File: src/rtl/twofish_q_perm_pipe_if.sv
// Handshake bundle for twofish_q_perm_pipe.
//   in_valid/in_ready/in_data/in_sel/in_tag    : upstream transaction
//   out_valid/out_ready/out_data/out_tag       : downstream result
// master: the environment driving transactions in and accepting results.
// slave : the permutation pipeline itself.
interface twofish_q_perm_pipe_if #(
  parameter int unsigned LANES = 4,
  parameter int unsigned TAG_W = 4
);
  logic               in_valid;
  logic               in_ready;
  logic [8*LANES-1:0] in_data;
  logic [LANES-1:0]   in_sel;
  logic [TAG_W-1:0]   in_tag;
  logic               out_valid;
  logic               out_ready;
  logic [8*LANES-1:0] out_data;
  logic [TAG_W-1:0]   out_tag;

  modport master (
    output in_valid, in_data, in_sel, in_tag, out_ready,
    input  in_ready, out_valid, out_data, out_tag
  );

  modport slave (
    input  in_valid, in_data, in_sel, in_tag, out_ready,
    output in_ready, out_valid, out_data, out_tag
  );
endinterface

File: src/rtl/twofish_q_perm_pipe.sv
// Two-stage pipelined Twofish q0/q1 byte permutation, LANES bytes per beat.
// Each lane selects q0 (sel=0) or q1 (sel=1) using the nibble-table form.
// Stage 1 holds the first table round (a2, b2, sel); stage 2 holds the final
// byte y. The tag travels alongside unchanged. Stall-all valid/ready flow.
// Ports:
//   clk   : rising-edge clock
//   rst_n : asynchronous active-low reset
//   bus   : slave side of twofish_q_perm_pipe_if (in_* and out_* handshake)
module twofish_q_perm_pipe #(
  parameter int unsigned LANES = 4,
  parameter int unsigned TAG_W = 4
) (
  input logic                  clk,
  input logic                  rst_n,
  twofish_q_perm_pipe_if.slave bus
);

  // Nibble tables; entry 0 is the most significant nibble.
  localparam logic [63:0] Q0_T0 = 64'h817D6F320B59ECA4;
  localparam logic [63:0] Q0_T1 = 64'hECB81235F4A6709D;
  localparam logic [63:0] Q0_T2 = 64'hBA5E6D90C8F32471;
  localparam logic [63:0] Q0_T3 = 64'hD7F4126E9B3085CA;
  localparam logic [63:0] Q1_T0 = 64'h28BDF76E31940AC5;
  localparam logic [63:0] Q1_T1 = 64'h1E2B4C376DA5F908;
  localparam logic [63:0] Q1_T2 = 64'h4C75169A0ED82B3F;
  localparam logic [63:0] Q1_T3 = 64'hB951C3DE647F208A;

  // Entry idx sits at bits [4*(15-idx)+3 -: 4]; 4*(15-idx)+3 == {~idx, 2'b11}.
  function automatic logic [3:0] tbl_nib(input logic [63:0] tbl, input logic [3:0] idx);
    return tbl[{~idx, 2'b11} -: 4];
  endfunction

  // b-path mix: a ^ ROR4(b,1) ^ {a[0],3'b0}
  function automatic logic [3:0] mix_b(input logic [3:0] a, input logic [3:0] b);
    return a ^ {b[0], b[3:1]} ^ {a[0], 3'b000};
  endfunction

  // First round: byte x -> {a2, b2}
  function automatic logic [7:0] round1(input logic sel, input logic [7:0] x);
    logic [3:0] a1;
    logic [3:0] b1;
    a1 = x[7:4] ^ x[3:0];
    b1 = mix_b(x[7:4], x[3:0]);
    return {tbl_nib(sel ? Q1_T0 : Q0_T0, a1), tbl_nib(sel ? Q1_T1 : Q0_T1, b1)};
  endfunction

  // Second round: {a2, b2} -> y = {b4, a4}
  function automatic logic [7:0] round2(input logic sel, input logic [3:0] a2,
                                        input logic [3:0] b2);
    logic [3:0] a3;
    logic [3:0] b3;
    a3 = a2 ^ b2;
    b3 = mix_b(a2, b2);
    return {tbl_nib(sel ? Q1_T3 : Q0_T3, b3), tbl_nib(sel ? Q1_T2 : Q0_T2, a3)};
  endfunction

  logic                  en1;
  logic                  en2;
  logic                  v1_q, v1_d;
  logic                  v2_q, v2_d;
  logic [LANES-1:0][3:0] a2_q, a2_d;
  logic [LANES-1:0][3:0] b2_q, b2_d;
  logic [LANES-1:0]      sel_q, sel_d;
  logic [TAG_W-1:0]      tag1_q, tag1_d;
  logic [TAG_W-1:0]      tag2_q, tag2_d;
  logic [LANES-1:0][7:0] y_q, y_d;
  logic [LANES-1:0][7:0] r1_n;
  logic [LANES-1:0][7:0] y_n;

  // Per-lane round logic, evaluated unconditionally; registers pick it up below.
  always_comb begin
    r1_n = '0;
    y_n  = '0;
    for (int unsigned i = 0; i < LANES; i++) begin
      r1_n[i] = round1(bus.in_sel[i], bus.in_data[8*i +: 8]);
      y_n[i]  = round2(sel_q[i], a2_q[i], b2_q[i]);
    end
  end

  always_comb begin
    en2    = !v2_q || bus.out_ready;
    en1    = !v1_q || en2;
    v1_d   = en1 ? bus.in_valid : v1_q;
    v2_d   = en2 ? v1_q : v2_q;
    a2_d   = a2_q;
    b2_d   = b2_q;
    sel_d  = sel_q;
    tag1_d = tag1_q;
    tag2_d = tag2_q;
    y_d    = y_q;
    if (en1 && bus.in_valid) begin
      sel_d  = bus.in_sel;
      tag1_d = bus.in_tag;
      for (int unsigned i = 0; i < LANES; i++) begin
        a2_d[i] = r1_n[i][7:4];
        b2_d[i] = r1_n[i][3:0];
      end
    end
    if (en2 && v1_q) begin
      y_d    = y_n;
      tag2_d = tag1_q;
    end
  end

  always_ff @(posedge clk or negedge rst_n) begin
    if (!rst_n) begin
      v1_q   <= 1'b0;
      v2_q   <= 1'b0;
      a2_q   <= '0;
      b2_q   <= '0;
      sel_q  <= '0;
      tag1_q <= '0;
      tag2_q <= '0;
      y_q    <= '0;
    end else begin
      v1_q   <= v1_d;
      v2_q   <= v2_d;
      a2_q   <= a2_d;
      b2_q   <= b2_d;
      sel_q  <= sel_d;
      tag1_q <= tag1_d;
      tag2_q <= tag2_d;
      y_q    <= y_d;
    end
  end

  assign bus.in_ready  = en1;
  assign bus.out_valid = v2_q;
  assign bus.out_data  = y_q;
  assign bus.out_tag   = tag2_q;

endmodule

File: src/flat_wrapper.sv
// flat-port wrapper written by rule: the top's interface ports become plain ports
module twofish_q_perm_pipe_flat 
#(
  parameter int unsigned LANES = 4,
  parameter int unsigned TAG_W = 4
)
  (clk, rst_n, bus_in_valid, bus_in_data, bus_in_sel, bus_in_tag, bus_out_ready, bus_in_ready, bus_out_valid, bus_out_data, bus_out_tag);
  twofish_q_perm_pipe_if #(.LANES(LANES), .TAG_W(TAG_W)) bus_i ();
  input logic clk;
  input logic rst_n;
  input wire logic [$bits(bus_i.in_valid)-1:0] bus_in_valid;
  input wire logic [$bits(bus_i.in_data)-1:0] bus_in_data;
  input wire logic [$bits(bus_i.in_sel)-1:0] bus_in_sel;
  input wire logic [$bits(bus_i.in_tag)-1:0] bus_in_tag;
  input wire logic [$bits(bus_i.out_ready)-1:0] bus_out_ready;
  output wire logic [$bits(bus_i.in_ready)-1:0] bus_in_ready;
  output wire logic [$bits(bus_i.out_valid)-1:0] bus_out_valid;
  output wire logic [$bits(bus_i.out_data)-1:0] bus_out_data;
  output wire logic [$bits(bus_i.out_tag)-1:0] bus_out_tag;
  assign bus_i.in_valid = bus_in_valid;
  assign bus_i.in_data = bus_in_data;
  assign bus_i.in_sel = bus_in_sel;
  assign bus_i.in_tag = bus_in_tag;
  assign bus_i.out_ready = bus_out_ready;
  assign bus_in_ready = bus_i.in_ready;
  assign bus_out_valid = bus_i.out_valid;
  assign bus_out_data = bus_i.out_data;
  assign bus_out_tag = bus_i.out_tag;
  twofish_q_perm_pipe #(.LANES(LANES), .TAG_W(TAG_W)) u_core (.clk(clk), .rst_n(rst_n), .bus(bus_i));
endmodule
File: config.mk
export PLATFORM = sky130hd
export DESIGN_NAME = twofish_q_perm_pipe_flat
export DESIGN_NICKNAME = d
export VERILOG_FILES = /design/src/rtl/twofish_q_perm_pipe_if.sv /design/src/rtl/twofish_q_perm_pipe.sv /design/src/flat_wrapper.sv
export SDC_FILE = /design/constraint.sdc
export NUM_CORES = 1
export LEC_CHECK = 0
export BUFFER_PORTS_ARGS = -buffer_cell sky130_fd_sc_hd__buf_2
export CAP_MARGIN = 20
export CORE_MARGIN = 2
export CORE_UTILIZATION = 30
export CTS_CLUSTER_DIAMETER = 120
export CTS_CLUSTER_SIZE = 25
export DETAILED_ROUTE_END_ITERATION = 6
export PLACE_DENSITY = 0.55
export SYNTH_ARGS = -nofsm -noshare
export SYNTH_HDL_FRONTEND = slang
export SYNTH_SLANG_ARGS = --single-unit
File: constraint.sdc
create_clock -name clk -period 3.9 [get_ports clk]
set_input_delay 0.585 -clock clk [delete_from_list [all_inputs] [get_ports clk]]
set_output_delay 0.585 -clock clk [all_outputs]
set_load 0.05 [all_outputs]
==> results.toml <==
[power_and_ir_drop]
power.sequential.fraction_pct = 24.1
power_frac_comb_pct = 59.3
power.density_mw_per_mm2 = 655
total_leakage_power_nw = 3.46
switching_power_w = 0.00277
fraction_of_power_spent_switching_nets_pct = 49.8
pwr-share-clk_pct = 16.6
final_total_power_w = 0.00556
max-vdd-ir-drop_v = 0.000363
p_int_w = 0.00279

[job]
drv.max_cap_violation_count = 0

[die]
initial_cell_density_of_the_core_pct = 30.3
io-pin-count = 82
placementRows = 58
die_w_um = 163
design.core.area_sq_mm = 0.0250
die_height_um = 163
die_area_sq_mm = 0.0265

[grt]
global_routing_usage_summed_across_all_routing_layers_pct = 14.7
overall_overflow_remaining_after_global_route = 0
first_pass_grt_wire_length_um = 32000
initial_antenna_violation_count = 0
number_of_global_route_vias_before_repair = 6206
grt_start_max_net_pins = 79

[timing]
worst_pin_slew_ns = 1.04
fmax_ghz = 0.418
maxSlewViolCount = 0
grt_setup_unrepaired = "no"
timing.max_slew.rel_slack_pct = 29.9
finalSetupTns_ns = 0
timing_hold_violations_final = 0
timing.final.crit_period_ns = 2.39
clock-skew-final_ns = 0.00440
finalSetupViolations = 0
final_min_period_over_clock_period_pct = 61.4

[synth]
synthDominantCellAreaShare_pct = 25.8
yosys_most_used_dff = "sky130_fd_sc_hd__dfrtp_1"
netlist_instances = 944
yosysTopAreaCell = "sky130_fd_sc_hd__dfrtp_1"
synth_area_sq_mm = 0.00756
syn_avg_cell_area_sq_um = 8.01
synth_cell_types = 66
synthTopCellsByArea = "sky130_fd_sc_hd__dfrtp_1 26%, sky130_fd_sc_hd__nand2_1 6.4%, sky130_fd_sc_hd__xnor2_1 6.4%"
synth_nets = 1021
synth.ff_latch_count = 78
synth_sequential_area_ratio_pct = 25.8
netlist_top_cells_count = "129 x sky130_fd_sc_hd__nand2_1, 81 x sky130_fd_sc_hd__nor2_1, 80 x sky130_fd_sc_hd__o21ai_0, 78 x sky130_fd_sc_hd__dfrtp_1, 61 x sky130_fd_sc_hd__a21oi_1"
yosys.cell_count.top_type = "sky130_fd_sc_hd__nand2_1"
fraction_of_registers_with_async_set_or_reset_after_synthesis_pct = 100
count_of_synthesis_stage_warnings_from_yosys = 0
synth-edff-count = 0

[outcome]
run_status = "complete, no violations"

[setup_path]
crit_path_top_delay_cell = "sky130_fd_sc_hd__dfrtp_1"
timing.critical_path.cells = "clkinv_1, ha_1, mux4_2, nor2b_1, a31oi_1, o21ai_0"
worst-endpoint-arrival_ns = 2.60
path_class = "reg2reg"
regToRegStartpoint = "u_core.sel_q[0]$_DFFE_PN0P_"
worst-path-buf-inv = 1
cpLargestDelayFamily = "flip-flops"
cp-startpoint = "u_core.sel_q[0]$_DFFE_PN0P_"
critPathLaunchType = "flop"
cp_max_fo = 15
required_ns = 4.10
critical-path-max-stage-delay_ns = 0.63
cp-end-kind = "flop"

[cts]
clock_tree_from_tritoncts = "yes"
clkTransAtPathRegs_ns = 0.06
cts_root_buffer = "sky130_fd_sc_hd__clkbuf_16"
cts.sinks = 78
cts-htree-levels = 3
cts_hold_buf = 0
insertion_delay_ns = 0.35
cts_resized = 0
postCtsSetupBuffers = 0
total_cts_buffers = 9
ctsLongestPathBuffers = 2

[routing]
highest_layer = "met4"
viasPerCell = 5.27
route.detailed.wl_per_inst_um = 14.7
wl_met1_um = 9440
firstDrtPassIters = 5
vias = 6928
drc = 0
ant_nets = 0
drt_iter0_markers = 328
detailroute.wirelength.met3_um = 605
detail_route.wirelength_um = 19300
wl_met2_um = 9030

[cells_and_area]
finalNetCount = 1057
area.growth.synth_to_final_pct = 12.3
regArea_sq_mm = 0.00195
multi_input_comb_area_sq_mm = 0.00529
num-fill-cells = 2660
insertedDiodeCount = 0
drive_gt1_share_pct = 12.6
utilization_pct = 34.0
finalNonFillerCells = 1315
final_cell_area_sq_mm = 0.00849

[place]
hpwlAfterDp_um = 13800
placed_cell_area_sq_mm = 0.00815
dp_cells = 1298
number_of_buffer_cells_added_on_primary_ports = 81
place_congestion = 0.831

[hold_path]
hp-class = "in2async"
state kept, by name, summed over array words and instances, names as in the netlist:
register / cells
u_core.a2_q: 16
u_core.b2_q: 16
u_core.bus.out_data: 32
u_core.bus.out_tag: 4
u_core.bus.out_valid: 1
u_core.sel_q: 4
u_core.tag1_q: 4
u_core.v1_q: 1
path summary, 6_finish.rpt:
kind | cells after the start | slack, ns | end
setup / recovery | 6 | 1.51 | u_core.bus.out_data[1]$_DFFE_PN0P_
max in group asynchronous | 2 | 3.08 | u_core.bus.out_tag[0]$_DFFE_PN0P_
setup reg to reg | 6 | 1.51 | u_core.bus.out_data[1]$_DFFE_PN0P_
min in group clk | 3 | 0.45 | u_core.tag1_q[2]$_DFFE_PN0P_
hold reg to reg | 2 | 0.47 | u_core.bus.out_tag[2]$_DFFE_PN0P_
hold / removal | 1 | 0.21 | u_core.a2_q[13]$_DFFE_PN0P_
placed cells by master, fill, tap and decap left out, drive strengths merged, types with 6 or more instances in the layout:
cell type	Yosys	final
o21ai	82	82
xnor2	57	57
o221ai	13	13
inv	12	12
o311ai	6	6
nand3	37	37
a211oi	15	15
and3	7	7
a21oi	62	62
o22a	7	7
o211ai	15	15
xor2	54	54
clkbuf	38	12
ha	33	33
dfrtp	78	78
a2111oi	6	6
nand4	6	6
nor3	31	31
mux2i	10	10
buf	24	87
a31oi	28	28
o31ai	10	10
nor2	81	81
nand2	129	129
xor3	8	8
worst reg2reg max path, cell delays in order (launching register included):
cell	delay, ns
sky130_fd_sc_hd__dfrtp_1	0.63
sky130_fd_sc_hd__clkinv_1	0.39
sky130_fd_sc_hd__ha_1	0.41
sky130_fd_sc_hd__mux4_2	0.45
sky130_fd_sc_hd__nor2b_1	0.14
sky130_fd_sc_hd__a31oi_1	0.15
sky130_fd_sc_hd__o21ai_0	0.08
logic make-up (layout without fill, tap and decap cells):
group           after synthesis  count (layout)  share of synthesized area [%]
buf+inv                      77             118                           4.30
fa+ha+maj                    38              38                           6.12
simple gates                308             308                           17.5
flops                        78              78                           25.8
mux                          20              20                           3.61
compound gates              303             303                           26.2
xor+xnor                    120             120                           16.4
power by group through the flow:
stage	Combinational [W]	Sequential [W]	Clock, W
floorplan	0.00211	0.00184	0
global placement	0.00327	0.00136	0
detailed placement	0.00328	0.00136	0
CTS	0.00330	0.00135	0.000955
global route	0.00365	0.00138	0.000988
finish	0.00330	0.00134	0.000923
stage by stage:
step | setup slack [ns] | hold WS, ns
floorplan | 1.54 | 0.289
global placement | 1.37 | 0.451
detailed placement | 1.32 | 0.458
CTS | 1.52 | 0.433
global route | 1.34 | 0.256
finish | 1.51 | 0.211
layout make-up:
type	instances	share of cell area, %
Multi-Input combinational cell	789	62.3
Sequential cell	78	23.0
Timing Repair Buffer	87	5.48
Tap cell	330	4.86
Clock buffer	12	2.90
Clock inverter	4	0.825
Inverter	15	0.663
layer usage:
layer | global-route usage [%] | vias to the layer above
met1 | 20.3 | 3259
met2 | 24.1 | 123
met5 | 0 | -
met3 | 2.01 | 14
li1 | - | 3532
met4 | 3.78 | 0
Power figures use the tool's default switching activity.
